File: src/rtl/lsu_pkg.sv
// lsu_pkg: shared encodings, FSM state type and address-check helpers
// for the load/store unit.
package lsu_pkg;

  // Access size encodings carried on req_size
  localparam logic [1:0] SZ_BYTE = 2'd0;
  localparam logic [1:0] SZ_HALF = 2'd1;
  localparam logic [1:0] SZ_WORD = 2'd2;
  localparam logic [1:0] SZ_RSVD = 2'd3;

  typedef enum logic [1:0] {
    IDLE   = 2'd0,
    ACCESS = 2'd1,
    WRITE  = 2'd2,
    RESP   = 2'd3
  } lsu_state_t;

  // True when the size/offset pair cannot be served (misaligned or reserved size)
  function automatic logic isMisaligned(input logic [1:0] size, input logic [1:0] offset);
    logic bad;
    case (size)
      SZ_BYTE: bad = 1'b0;
      SZ_HALF: bad = offset[0];
      SZ_WORD: bad = (offset != 2'b00);
      default: bad = 1'b1;
    endcase
    return bad;
  endfunction

  // Reserved size collapses onto a word access when checking is disabled
  function automatic logic [1:0] normSize(input logic [1:0] size);
    logic [1:0] sz;
    if (size == SZ_RSVD) begin
      sz = SZ_WORD;
    end else begin
      sz = size;
    end
    return sz;
  endfunction

  // Drop the low offset bits that a given size cannot address
  function automatic logic [1:0] alignOffset(input logic [1:0] size, input logic [1:0] offset);
    logic [1:0] off;
    case (size)
      SZ_BYTE: off = offset;
      SZ_HALF: off = {offset[1], 1'b0};
      default: off = 2'b00;
    endcase
    return off;
  endfunction

endpackage

File: src/rtl/lsu_lane.sv
// lsu_lane: combinational byte-lane logic shared by the load and store paths.
// Loads pick the addressed lane out of a memory word and extend it; stores
// splice the new data into the old word so a full word can be written back.
module lsu_lane
  import lsu_pkg::*;
(
  input  logic [31:0] word,
  input  logic [1:0]  offset,
  input  logic [1:0]  size,
  input  logic        isSigned,
  input  logic [31:0] newData,
  output logic [31:0] loadData,
  output logic [31:0] mergedWord
);

  logic [7:0]  byteSel_s;
  logic [15:0] halfSel_s;

  // Lane extraction and sign/zero extension for loads
  always_comb begin
    byteSel_s = 8'h00;
    halfSel_s = 16'h0000;
    loadData  = 32'h0000_0000;
    case (offset)
      2'd0:    byteSel_s = word[7:0];
      2'd1:    byteSel_s = word[15:8];
      2'd2:    byteSel_s = word[23:16];
      2'd3:    byteSel_s = word[31:24];
      default: byteSel_s = 8'h00;
    endcase
    if (offset[1]) begin
      halfSel_s = word[31:16];
    end else begin
      halfSel_s = word[15:0];
    end
    case (size)
      SZ_BYTE: loadData = {{24{isSigned & byteSel_s[7]}}, byteSel_s};
      SZ_HALF: loadData = {{16{isSigned & halfSel_s[15]}}, halfSel_s};
      default: loadData = word;
    endcase
  end

  // Replace the addressed lane of the old word with the new store data
  always_comb begin
    mergedWord = word;
    case (size)
      SZ_BYTE: begin
        case (offset)
          2'd0:    mergedWord[7:0]   = newData[7:0];
          2'd1:    mergedWord[15:8]  = newData[7:0];
          2'd2:    mergedWord[23:16] = newData[7:0];
          2'd3:    mergedWord[31:24] = newData[7:0];
          default: mergedWord        = word;
        endcase
      end
      SZ_HALF: begin
        if (offset[1]) begin
          mergedWord[31:16] = newData[15:0];
        end else begin
          mergedWord[15:0] = newData[15:0];
        end
      end
      default: mergedWord = newData;
    endcase
  end

endmodule

File: src/rtl/load_store_unit.sv
// load_store_unit: byte-addressed load/store front end for a word-wide data
// memory. Sub-word stores use read-modify-write; loads are extended.
// Optional build macro LSU_ALIGN_CHECK_EN: report misaligned and
// reserved-size requests as errors instead of force-aligning them.
module load_store_unit
  import lsu_pkg::*;
#(
  parameter int ADDR_W = 10,
  parameter int DATA_W = 32
) (
  input  logic              clk,
  input  logic              rst_n,
  input  logic              req_valid,
  output logic              req_ready,
  input  logic              req_write,
  input  logic [1:0]        req_size,
  input  logic              req_signed,
  input  logic [ADDR_W+1:0] req_addr,
  input  logic [DATA_W-1:0] req_wdata,
  output logic              rsp_valid,
  input  logic              rsp_ready,
  output logic [DATA_W-1:0] rsp_rdata,
  output logic              rsp_err,
  output logic [ADDR_W-1:0] mem_addr,
  output logic              mem_we,
  output logic [DATA_W-1:0] mem_wdata,
  input  logic [DATA_W-1:0] mem_rdata
);

  lsu_state_t        state_r;
  lsu_state_t        nextState_s;
  logic              accept_s;
  logic              reqErr_s;
  logic [1:0]        reqSize_s;
  logic [1:0]        reqOff_s;
  logic              capWrite_r;
  logic              capSigned_r;
  logic [1:0]        capSize_r;
  logic [1:0]        capOff_r;
  logic [DATA_W-1:0] capWdata_r;
  logic [DATA_W-1:0] loadData_s;
  logic [DATA_W-1:0] mergedWord_s;

  assign accept_s = (state_r == IDLE) && req_ready && req_valid;

  // Classify the incoming request: error flag plus effective size/offset
  always_comb begin
    reqErr_s  = 1'b0;
    reqSize_s = req_size;
    reqOff_s  = req_addr[1:0];
`ifdef LSU_ALIGN_CHECK_EN
    reqErr_s  = isMisaligned(req_size, req_addr[1:0]);
`else
    reqSize_s = normSize(req_size);
    reqOff_s  = alignOffset(normSize(req_size), req_addr[1:0]);
`endif
  end

  lsu_lane u_lane (
    .word       (mem_rdata),
    .offset     (capOff_r),
    .size       (capSize_r),
    .isSigned   (capSigned_r),
    .newData    (capWdata_r),
    .loadData   (loadData_s),
    .mergedWord (mergedWord_s)
  );

  // Next-state selection
  always_comb begin
    nextState_s = state_r;
    case (state_r)
      IDLE: begin
        if (accept_s) begin
          if (reqErr_s) begin
            nextState_s = RESP;
          end else begin
            nextState_s = ACCESS;
          end
        end else begin
          nextState_s = IDLE;
        end
      end
      ACCESS: begin
        if (capWrite_r && (capSize_r != SZ_WORD)) begin
          nextState_s = WRITE;
        end else begin
          nextState_s = RESP;
        end
      end
      WRITE: nextState_s = RESP;
      RESP: begin
        if (rsp_valid && rsp_ready) begin
          nextState_s = IDLE;
        end else begin
          nextState_s = RESP;
        end
      end
      default: nextState_s = IDLE;
    endcase
  end

  // State register
  always_ff @(posedge clk or negedge rst_n) begin
    if (!rst_n) begin
      state_r <= IDLE;
    end else begin
      state_r <= nextState_s;
    end
  end

  // Latch the request fields at acceptance so later states ignore the bus
  always_ff @(posedge clk or negedge rst_n) begin
    if (!rst_n) begin
      capWrite_r  <= 1'b0;
      capSigned_r <= 1'b0;
      capSize_r   <= SZ_BYTE;
      capOff_r    <= 2'b00;
      capWdata_r  <= {DATA_W{1'b0}};
    end else if (accept_s) begin
      capWrite_r  <= req_write;
      capSigned_r <= req_signed;
      capSize_r   <= reqSize_s;
      capOff_r    <= reqOff_s;
      capWdata_r  <= req_wdata;
    end else begin
      capWrite_r  <= capWrite_r;
      capSigned_r <= capSigned_r;
      capSize_r   <= capSize_r;
      capOff_r    <= capOff_r;
      capWdata_r  <= capWdata_r;
    end
  end

  // Registered outputs, loaded with the values belonging to the state being entered
  always_ff @(posedge clk or negedge rst_n) begin
    if (!rst_n) begin
      req_ready <= 1'b0;
      rsp_valid <= 1'b0;
      rsp_rdata <= {DATA_W{1'b0}};
      rsp_err   <= 1'b0;
      mem_addr  <= {ADDR_W{1'b0}};
      mem_we    <= 1'b0;
      mem_wdata <= {DATA_W{1'b0}};
    end else begin
      req_ready <= (nextState_s == IDLE);
      rsp_valid <= (nextState_s == RESP);
      case (nextState_s)
        IDLE: begin
          mem_addr  <= {ADDR_W{1'b0}};
          mem_we    <= 1'b0;
          mem_wdata <= {DATA_W{1'b0}};
          rsp_rdata <= {DATA_W{1'b0}};
          rsp_err   <= 1'b0;
        end
        ACCESS: begin
          // Word stores write straight away; everything else only reads here
          mem_addr <= req_addr[ADDR_W+1:2];
          mem_we   <= req_write && (reqSize_s == SZ_WORD);
          if (req_write && (reqSize_s == SZ_WORD)) begin
            mem_wdata <= req_wdata;
          end else begin
            mem_wdata <= {DATA_W{1'b0}};
          end
          rsp_rdata <= {DATA_W{1'b0}};
          rsp_err   <= 1'b0;
        end
        WRITE: begin
          mem_addr  <= mem_addr;
          mem_we    <= 1'b1;
          mem_wdata <= mergedWord_s;
          rsp_rdata <= {DATA_W{1'b0}};
          rsp_err   <= 1'b0;
        end
        RESP: begin
          mem_addr  <= {ADDR_W{1'b0}};
          mem_we    <= 1'b0;
          mem_wdata <= {DATA_W{1'b0}};
          if (state_r == IDLE) begin
            rsp_rdata <= {DATA_W{1'b0}};
            rsp_err   <= reqErr_s;
          end else if (state_r == RESP) begin
            rsp_rdata <= rsp_rdata;
            rsp_err   <= rsp_err;
          end else begin
            // Leaving ACCESS or WRITE: only loads return data
            if (capWrite_r) begin
              rsp_rdata <= {DATA_W{1'b0}};
            end else begin
              rsp_rdata <= loadData_s;
            end
            rsp_err <= 1'b0;
          end
        end
        default: begin
          mem_addr  <= {ADDR_W{1'b0}};
          mem_we    <= 1'b0;
          mem_wdata <= {DATA_W{1'b0}};
          rsp_rdata <= {DATA_W{1'b0}};
          rsp_err   <= 1'b0;
        end
      endcase
    end
  end

endmodule

File: config.mk
export PLATFORM = sky130hd
export DESIGN_NAME = load_store_unit
export DESIGN_NICKNAME = d
export VERILOG_FILES = /design/src/rtl/lsu_pkg.sv /design/src/rtl/lsu_lane.sv /design/src/rtl/load_store_unit.sv
export SDC_FILE = /design/constraint.sdc
export NUM_CORES = 1
export LEC_CHECK = 0
export CORE_UTILIZATION = 29
export CTS_CLUSTER_DIAMETER = 100
export CTS_CLUSTER_SIZE = 12
export DETAILED_ROUTE_END_ITERATION = 10
export PLACE_DENSITY = 0.65
export SKIP_LAST_GASP = 1
export SLEW_MARGIN = 20
export SYNTH_ARGS = -nofsm -noshare
export SYNTH_HDL_FRONTEND = slang
export SYNTH_SLANG_ARGS = --single-unit
File: constraint.sdc
create_clock -name clk -period 7.6 [get_ports clk]
set_clock_uncertainty 0.2 [all_clocks]
set_input_delay 1.52 -clock clk [delete_from_list [all_inputs] [get_ports clk]]
set_output_delay 1.52 -clock clk [all_outputs]
set_load 0.02 [all_outputs]
# [Word-level counts from Yosys, hierarchy flattened]
# Cells that the tools add are included.
[op_classes] eq_ne=15 mux=27 n_bitwise=2 n_reduce_logical=12
[ops] cell="32-bit one-hot mux with 2 select lines" n=3
[ops] cell="32-bit two-way mux" n=4
[ops] cell="32-bit one-hot mux with 3 select lines" n=1
[ops] cell="16-bit two-way mux" n=3
[ops] cell="8-bit two-way mux" n=4
[ops] cell="8-bit one-hot mux with 4 select lines" n=1
[ops] cell="10-bit one-hot mux with 2 select lines" n=1
[ops] cell="2-bit == test, second input constant" n=8
[ops] cell="2-bit by 1-bit == test with 1-bit output, second input constant" n=5
[ops] cell="2-bit zero test" n=5
[ops] cell="2-bit one-hot mux with 4 select lines" n=1
[ops] cell="1-bit logical AND" n=5
[ops] cell="1-bit two-way mux" n=4
[ops] cell="2-bit two-way mux" n=2
[ops] cell="2-bit one-hot mux with 2 select lines" n=1
[ops] cell="3-bit != test, second input constant" n=1
[ops] cell="1-bit one-hot mux with 3 select lines" n=1
[ops] cell="3-bit OR reduction" n=1
[ops] cell="1-bit bitwise AND" n=2
[ops] cell="2-bit != test, second input constant" n=1
[ops] cell="1-bit one-hot mux with 2 select lines" n=1
[ops] cell="2-bit OR reduction" n=1
[word_totals] ff_bits=118 input_bits=84 output_inout_bits=78 elab_cells=69

# [Longest topological paths before layout]
# Gate-level depths: netlist of run 1.
[logic_depth] depth_word=8 depth_mapped=12

# [Cells and area by module]
# From an unflattened synthesis of run 1, not the netlist that was laid out.
[unflattened] cells_unflattened=655 area_unflattened_um2=6228.5
[by_module_without_submodules] mod="load_store_unit" area_per_inst_um2=4610.7 n_inst=1 seq_area_each_um2=2927.8 cells_per_inst=431
[by_module_without_submodules] mod="lsu_lane" area_per_inst_um2=1617.8 n_inst=1 seq_area_each_um2=0.0 cells_per_inst=224

# [Least setup slack after synthesis of run 1]
# No wires, ideal clock.
[synth_path] path_type="input -> register" startpoint="input req_valid" endpoint="register mem_wdata[14]" path_slack_ns=3.970 setup_ns=0.091 arrival_ns=3.339 path_stages=10 required_ns=7.309 path_cell_list="nand3_1 clkbuf_1 nand2_1 ha_1 nand2b_1 clkbuf_1 nor2_2 clkbuf_1 a22oi_1 o221ai_1"
[synth_via] elab_chain_len=6 elab_cells_between_ends=9
[synth_rtl] item="from (decl)" line="load_store_unit.sv:13" text="input logic req_valid,"
[synth_rtl] item="1-bit logical AND *" line="load_store_unit.sv:44" text="assign accept_s = (state_r == IDLE) && req_ready && req_valid;"
[synth_rtl] item="1-bit two-way mux *" line="load_store_unit.sv:74" text="if (accept_s) begin"
[synth_rtl] item="2-bit one-hot mux with 4 select lines *" line="load_store_unit.sv:72" text="case (state_r)"
[synth_rtl] item="via nextState_s[0]" line="load_store_unit.sv:31" text="lsu_state_t nextState_s;"
[synth_rtl] item="2-bit == test / 2-bit zero test (equally long branches)" line="load_store_unit.sv:148" text="case (nextState_s)"
[synth_rtl] item="2-bit OR reduction (no source line)"
[synth_rtl] item="32-bit one-hot mux with 3 select lines *" line="load_store_unit.sv:148"
[synth_rtl] item="to (signal assigned)" line="load_store_unit.sv:144" text="mem_wdata <= {DATA_W{1'b0}};"
[synth_rtl] item="to (signal assigned)" line="load_store_unit.sv:152" text="mem_wdata <= {DATA_W{1'b0}};"
[synth_rtl] item="to (signal assigned)" line="load_store_unit.sv:161" text="mem_wdata <= req_wdata;"
[synth_rtl] item="to (decl)" line="load_store_unit.sv:26" text="output logic [DATA_W-1:0] mem_wdata,"
# Mark *: on every way through the listed nets, which the timed path passes. The rest lies on a longest branch.
# A chain may end at the register's enable or synchronous reset.

# [Worst setup path after layout of run 1]
[layout_path] startpoint="input req_valid" endpoint="register mem_wdata[8]"
[layout_via] elab_chain_len=6 elab_cells_between_ends=9
[layout_rtl] item="1-bit logical AND *" line="load_store_unit.sv:44"
[layout_rtl] item="1-bit two-way mux *" line="load_store_unit.sv:74"
[layout_rtl] item="2-bit one-hot mux with 4 select lines *" line="load_store_unit.sv:72"
[layout_rtl] item="2-bit == test / 2-bit zero test (equally long branches)" line="load_store_unit.sv:148"
[layout_rtl] item="2-bit OR reduction (no source line)"
[layout_rtl] item="32-bit one-hot mux with 3 select lines *" line="load_store_unit.sv:148"
# Every way passes the cells marked *; elsewhere a longest branch is shown, timed or not.

==> reports/results.txt, run 1 <==
The run finished with clean final reports. The clock-pin slew of the registers on the worst-case setup and hold paths was 0.06 ns. The floorplan step defined a core boundary enclosing 19400 sq um. Sum of internal, switching and leakage power: 3230 uW.

The core utilization of the finished layout was 41.9%; the overflow left after global routing was 0. Post-synthesis async set-or-reset flop share: 100%. For the area of the mapped netlist, the log shows 5720 sq um.

The clock passes through at most 2 buffers. Setup repair after global routing left no endpoint under its margin. The count of nets left with antenna violations once routing finished came out at 0. Measured against the total synthesized area, the mux share comes to 5.09%. In this run, CTS created clock tree buffers numbering 17. The final number of setup-violating endpoints came out at 0. For this block, the routed nets add up to 19000 um of wire. The synthesized net count is 669. The first detailed-routing pass ran for 5 iterations. The repair_antennas step left the layout with diodes totalling 0. Standard cell with the maximum stage delay on the critical path: nor2b_1. The startpoint type of the worst setup path was an input pin. The initial utilization of the core area, before any placement, comes to 29.5%. The wire length of the first global-routing pass is 29200 um. The run gives 20300 sq um as the area enclosed by the die boundary.

Summing the areas of all and, or, nand and nor instances in the mapped netlist gives 15.3% of the synthesized area. The largest family of logic cells by synthesized area was compound AO/OA/AOI/OAI gates. In this run the count of I/O pins placed on the die edge is 162. The logs give 225 MHz for the upper clock frequency limit and 4994 for the number of global-route vias before repair. The cell at the root of the clock tree is clkbuf_16. The logs give 0 for the count of final hold-check violations and 19.5% for the total routing resource utilization after global routing. The parity-gate share of the synthesized area counting xor and xnor cells was 0.153%; the number of placement rows was 51. Routability-driven placement finished with a final weighted congestion of 0.847. Dividing the detail-routed via count by the number of cells gives 5.08. In the synthesized netlist the dominant register cell turns out to be dfrtp_1. Dividing the final minimum period by the clock period gives 58.5%. For this design the ratio of total power to cell area is 397 nW/um^2.

Measured along the x axis, the die boundary spans 142 um. The number of different library cells in the post-synthesis netlist is 54, and the height of the die is 142 um. Data on the critical path arrives at its endpoint at 4.58 ns. After layout, the minimum clock period comes to 4.45 ns. The critical path start-end classification is in2reg. The number of warnings printed during yosys synthesis is 0. The non-filler instance count after layout is 996, and the worst setup slack after layout is 3.15 ns.

Sequential cells were found to cover 51.1% of the synthesized design area. The delay of the slowest cell on the worst path was 0.71 ns. The tools report the number of antenna violations at the first check in global routing as 0. Across the run, the number of max-cap violations was 0. Along the worst path, the maximum fanout reaches 18. Of the cells placed in the final design, the portion with a size suffix greater than 1 is 7.11%. TritonCTS built the clock tree. Clock tree synthesis found a total of 117 sinks.

The post-synthesis cell count is 581. After detailed placement, the design holds a cell count of 964. The number of remaining DRC errors was 0. The number of gates resized after CTS was 0. The tools report the largest voltage drop on the vdd net as 0.000184 V. The compound-cell area share of the yosys netlist came out at 23.0%. The H-tree generated during clock tree synthesis spans 4 levels. In the final design database the tool counted 806 nets. The signal on the critical path passes through clkdlybuf4s50_1, nand3_1, and2_1, ha_1, nor2b_1, nand2_1, o221ai_1. The synthesis-to-layout area growth came out at 41.9%.

The number of I/O port buffers came out at 160. After Yosys synthesis, full adders, half adders and majority gates account for 0.874% of the synthesized area. For the total number of vias, the log shows 5062. The count of state elements after synthesis is 117, and the routed length per instance is 19.1 um.

After legalization and detailed placement, the total HPWL measured 13500 um. The path class of the tightest hold or removal check is reg2reg. The logs give 78 for the pin count of the biggest net entering global routing and 389 for the number of violations reported at the end of detailed-routing iteration 0. The logs give 0.43 ns for the latest clock arrival within the worst-skew pair and 0 for the number of hold buffers added after CTS. In this run the post-CTS setup repair buffer count came out at 0. Headroom to the max-slew limit: 33.9%. For the pin with the worst max-slew slack, the measured transition is 0.992 ns. At the worst endpoint, the required time is 7.73 ns. The layout has 1919 filler cells.

For this design the static power due to leakage is 0.00361 uW. STA classifies the critical path endpoint as a flop. The aggregate negative setup slack was 0 ns; the number of enable flip-flop cells after synthesis was 0. For the final number of max-transition violations, the log shows 0. A synthesized cell averages 9.85 sq um. The tools report the worst setup slack after placement as 2.68 ns.
critical path, delay by kind of cell:
kind | cells | cell delay (ns)
and+or+nand+nor | 4 | 1.88
buffers and inverters | 1 | 0.42
AOI/OAI and AO/OA | 1 | 0.30
adders and majority gates | 1 | 0.45
kinds of logic after synthesis:
group / after synthesis
compound gates: 174
xor+xnor: 1
fa+ha+maj: 4
buf+inv: 56
flops: 117
mux: 27
other cells: 1
simple gates: 201
layout by cell type, fill, tap and decap left out, drive strengths merged, types with 16 or more instances in the layout:
cell             n
dfrtp          117
nor2            25
o21ai           49
clkdlybuf4s50  159
clkbuf          17
mux2i           22
nand2          135
a221o           16
o221ai          16
a22oi           25
a22o            16
metal layers:
metal	vias up	global-route usage, %	wire, um
li1	2387	-	-
met1	2416	26.4	8500
met2	223	29.4	8700
met3	36	4.85	1280
met4	0	8.77	499
met5	-	0	0
registers in the layout, indices dropped and copies added (netlist names):
name / count
state_r: 2
mem_wdata: 32
capOff_r: 2
rsp_rdata: 32
rsp_valid: 1
capWdata_r: 32
mem_we: 1
capWrite_r: 1
req_ready: 1
capSigned_r: 1
mem_addr: 10
capSize_r: 2
cell usage after synthesis, drive strengths merged (5+ instances only):
library cell / count / share of area, %
nand2: 135 / 8.9
nand2b: 10 / 1.1
clkbuf: 27 / 1.8
o22ai: 6 / 0.66
a22o: 16 / 2.4
inv: 9 / 0.59
nor2b: 5 / 0.55
nor2: 25 / 1.7
a221oi: 7 / 1.1
a211oi: 8 / 1.0
o221ai: 16 / 2.4
and3: 12 / 1.3
o21ai: 49 / 4.3
a221o: 16 / 2.8
dfrtp: 117 / 51
a21o: 6 / 0.79
mux2i: 22 / 3.8
buf: 19 / 2.0
a311oi: 6 / 0.92
o22a: 7 / 1.1
a22oi: 25 / 3.5
final cells by class:
type / count / area (sq um) / area share [%]
sequential: 117 / 2930 / 36.0
clock buffer: 17 / 425 / 5.24
multi-input combinational: 408 / 2540 / 31.3
timing repair buffer: 164 / 1630 / 20.1
inverter: 10 / 37.5 / 0.462
tap: 265 / 332 / 4.08
clock inverter: 15 / 226 / 2.79
final timing paths:
kind                       slack (ns)              to            from  cells after the start
min                              0.27  capWdata_r[23]  capWdata_r[23]                      2
max                              3.15    mem_wdata[8]       req_valid                      7
min in group asynchronous        0.87   rsp_rdata[28]           rst_n                      1
max reg2reg                      3.89    mem_wdata[8]    capSize_r[0]                      8
max in group asynchronous        4.96    mem_wdata[5]           rst_n                      2
min reg2reg                      0.27  capWdata_r[23]  capWdata_r[23]                      2
stage by stage:
step | hold WS (ns) | cell area [sq um]
final | 0.269 | 8120
after global routing | 0.298 | 8120
after CTS | 0.273 | 8120
after detailed placement | 0.257 | 7470
after global placement | 0.252 | 7470
after floorplan | 0.240 | 5720
power breakdown:
group          internal, uW  switching [uW]  leakage, uW
logic                   569             712      0.00174
clock network           584             308     0.000322
registers               851             204      0.00155
(Power assumes the default switching activity.)
==> run 2, diff against run 1 <==
==> constraint.sdc (replaced) <==
create_clock -name clk -period 4.23 [get_ports clk]
set_clock_uncertainty 0.2 [all_clocks]
set_input_delay 0.846 -clock clk [delete_from_list [all_inputs] [get_ports clk]]
set_output_delay 0.846 -clock clk [all_outputs]
set_load 0.02 [all_outputs]
==> reports/results.txt, run 2 (same netlist as run 1, synthesis figures left out) <==
TritonCTS built the clock tree. For the area of placed instances, the log shows 7520 sq um. The initial core utilization is 29.5%, and the critical path required time is 4.36 ns.

The logs give 0 for the final number of max-transition violations and 41.6% for the headroom to the max-slew limit. The worst setup path is captured at a flop. In the final layout, flip-flops and latches occupy 2930 sq um. Setup violations remaining at the end of the flow were counted as 0.

The standard cell with the maximum stage delay on the critical path is nor2_2. After layout, the design draws a total of 5720 uW. The floorplan core area came out at 19400 sq um. The flow ran to the end, and the final reports show no timing, DRC or antenna violations. The cell sitting at the root of the clock tree is a clkbuf_16.

Final critical delay including setup and external delays: 3.18 ns. The tools report the area of the multi-input gates as 2540 sq um. The synthesis-to-layout area growth works out to 41.9%. Across the run, the number of max-cap violations was 0.

After filler insertion, the fill cell instance count of the layout stands at 1951. In this run the static leakage power is 0.00362 uW. The logs give 373 for the number of violations reported at the end of detailed-routing iteration 0 and 8120 sq um for the final design instance area without fill. Critical path start-end classification: in2reg. Average vias per placed instance: 5.13. The critical hold path startpoint was capWdata_r[21]. The die is 142 um wide. The longest clock path from root to sink contains 2 buffers. The clock net in this run drives a total of 117 sinks. The logs give 20300 sq um for the area enclosed by the die boundary and 0 for the count of final hold-check violations.

Of all nets on the critical path, the largest fanout is 36. The first element of the critical path is req_valid. The number of nets still failing antenna checks after routing was 0.

The congestion estimate from routability-driven global placement came to 0.856. The run gives 51 as the number of placement rows. The wire length of the first global-routing pass was 28800 um; the slew of the pin with the lowest slew margin was 0.876 ns. STA classifies the critical path startpoint as an input pin.

After detailed routing, the average wire length per cell comes to 18.9 um. The H-tree was split into 4 levels. The largest registers in the layout are capWdata_r (32), mem_wdata (32), rsp_rdata (32). In this design, the stage delay of the slowest critical-path cell is 0.61 ns.

The library cells used most frequently in the layout, excluding fill and tap cells, are clkdlybuf4s50_1 (159), nand2_1 (135), dfrtp_1 (117), o21ai_0 (47). The signal on the critical path passes through clkdlybuf4s50_1, nand3_1, buf_4, and2_1, ha_1, nand2b_1, nor2_2, a22oi_1, o221ai_1. The total number of vias was 5122. At the worst endpoint, the arrival time is 3.31 ns. Timing would allow up to 314 MHz.

The height of the die works out to 142 um. In the final design database the tool counted 811 nets. The library cell used most frequently in the layout, excluding fill and tap cells, is clkdlybuf4s50_1. Clock-pin slew was measured on the worst setup and hold paths at 0.05 ns. Final routed wirelength across all metal layers: 18900 um.

The worst reg2reg path startpoint was state_r[0]. For the aggregate negative setup slack, the log shows 0 ns. The repair_antennas step left the layout with diodes totalling 0. Entering global routing, the biggest net connects 67 pins. The first TritonRoute pass finished after 5 iterations.

Buffers placed on the I/O ports in this run total 160. The run gives 0 as the number of setup buffers added after CTS. The number of hold buffers added after CTS was 0. In the final layout, the share of cells above drive strength 1 is 7.08%.

The total overflow left after global routing is 0. The number of gates resized after CTS was 0. The total CTS buffers came out at 17. During I/O placement, the number of pins put on the boundary was 162.

Dividing total power by cell area gives a power density of 704 nW/um^2. The largest voltage drop on the vdd net was 0.000344 V. The number of global-route vias before repair was 5064. For this run, design rule violations remaining after detail routing come to 0. Setup repair after global routing left no endpoint under its margin. Number of antenna violations at the first check in global routing: 3.

The run gives 19.2% as the total routing resource utilization after global routing. Path category of the worst min-delay check: reg2reg. The latest clock arrival within the worst-skew pair was 0.42 ns; the total half-perimeter wirelength after legalization and detailed placement was 13700 um. Of the available clock period, the critical path in the final layout requires 75.3%.
run 2: through the flow:
stage	instances	utilization, %	setup WS, ns	hold slack, ns
CTS	999	41.9	0.923	0.270
global route	999	41.9	0.844	0.293
floorplan	581	-	1.27	0.240
finish	999	41.9	1.05	0.266
global placement	969	38.8	0.544	0.253
detailed placement	969	38.8	0.483	0.257
run 2: worst max-delay path, delay by kind of cell:
kind                       cells  cell delay [ns]
AOI/OAI and AO/OA              2             0.30
adders and majority gates      1             0.19
buffers and inverters          2             0.80
and+or+nand+nor                4             1.18
run 2: routing by layer:
layer  share of wire (%)  GRT usage (%)
met5                0.15              0
met4                 2.3           7.87
met3                 7.5           5.72
met2                  46           29.1
met1                  44           25.4
run 2: layout make-up:
class	count	share of cell area, %
Timing Repair Buffer	169	20.7
Multi-Input combinational cell	408	31.3
Sequential cell	117	36.0
Tap cell	265	4.08
Clock buffer	20	5.50
Inverter	10	0.462
Clock inverter	10	1.93
run 2: final timing paths:
path                                        to  slack [ns]  cells past startpoint
worst min register to register  capWdata_r[21]        0.27                      2
worst max-delay path             mem_wdata[10]        1.05                      9
max in group asynchronous        capWdata_r[1]        2.72                      2
worst max register to register   mem_wdata[10]        1.22                      9
min in group asynchronous        rsp_rdata[27]        0.34                      1
worst min-delay path            capWdata_r[21]        0.27                      2
run 2: where the power goes:
group / internal, uW / leakage, uW / switching, uW
clock: 989 / 0.000295 / 506
sequential: 1530 / 0.00155 / 313
combinational: 1040 / 0.00178 / 1340
total: 3560 / 0.00362 / 2160
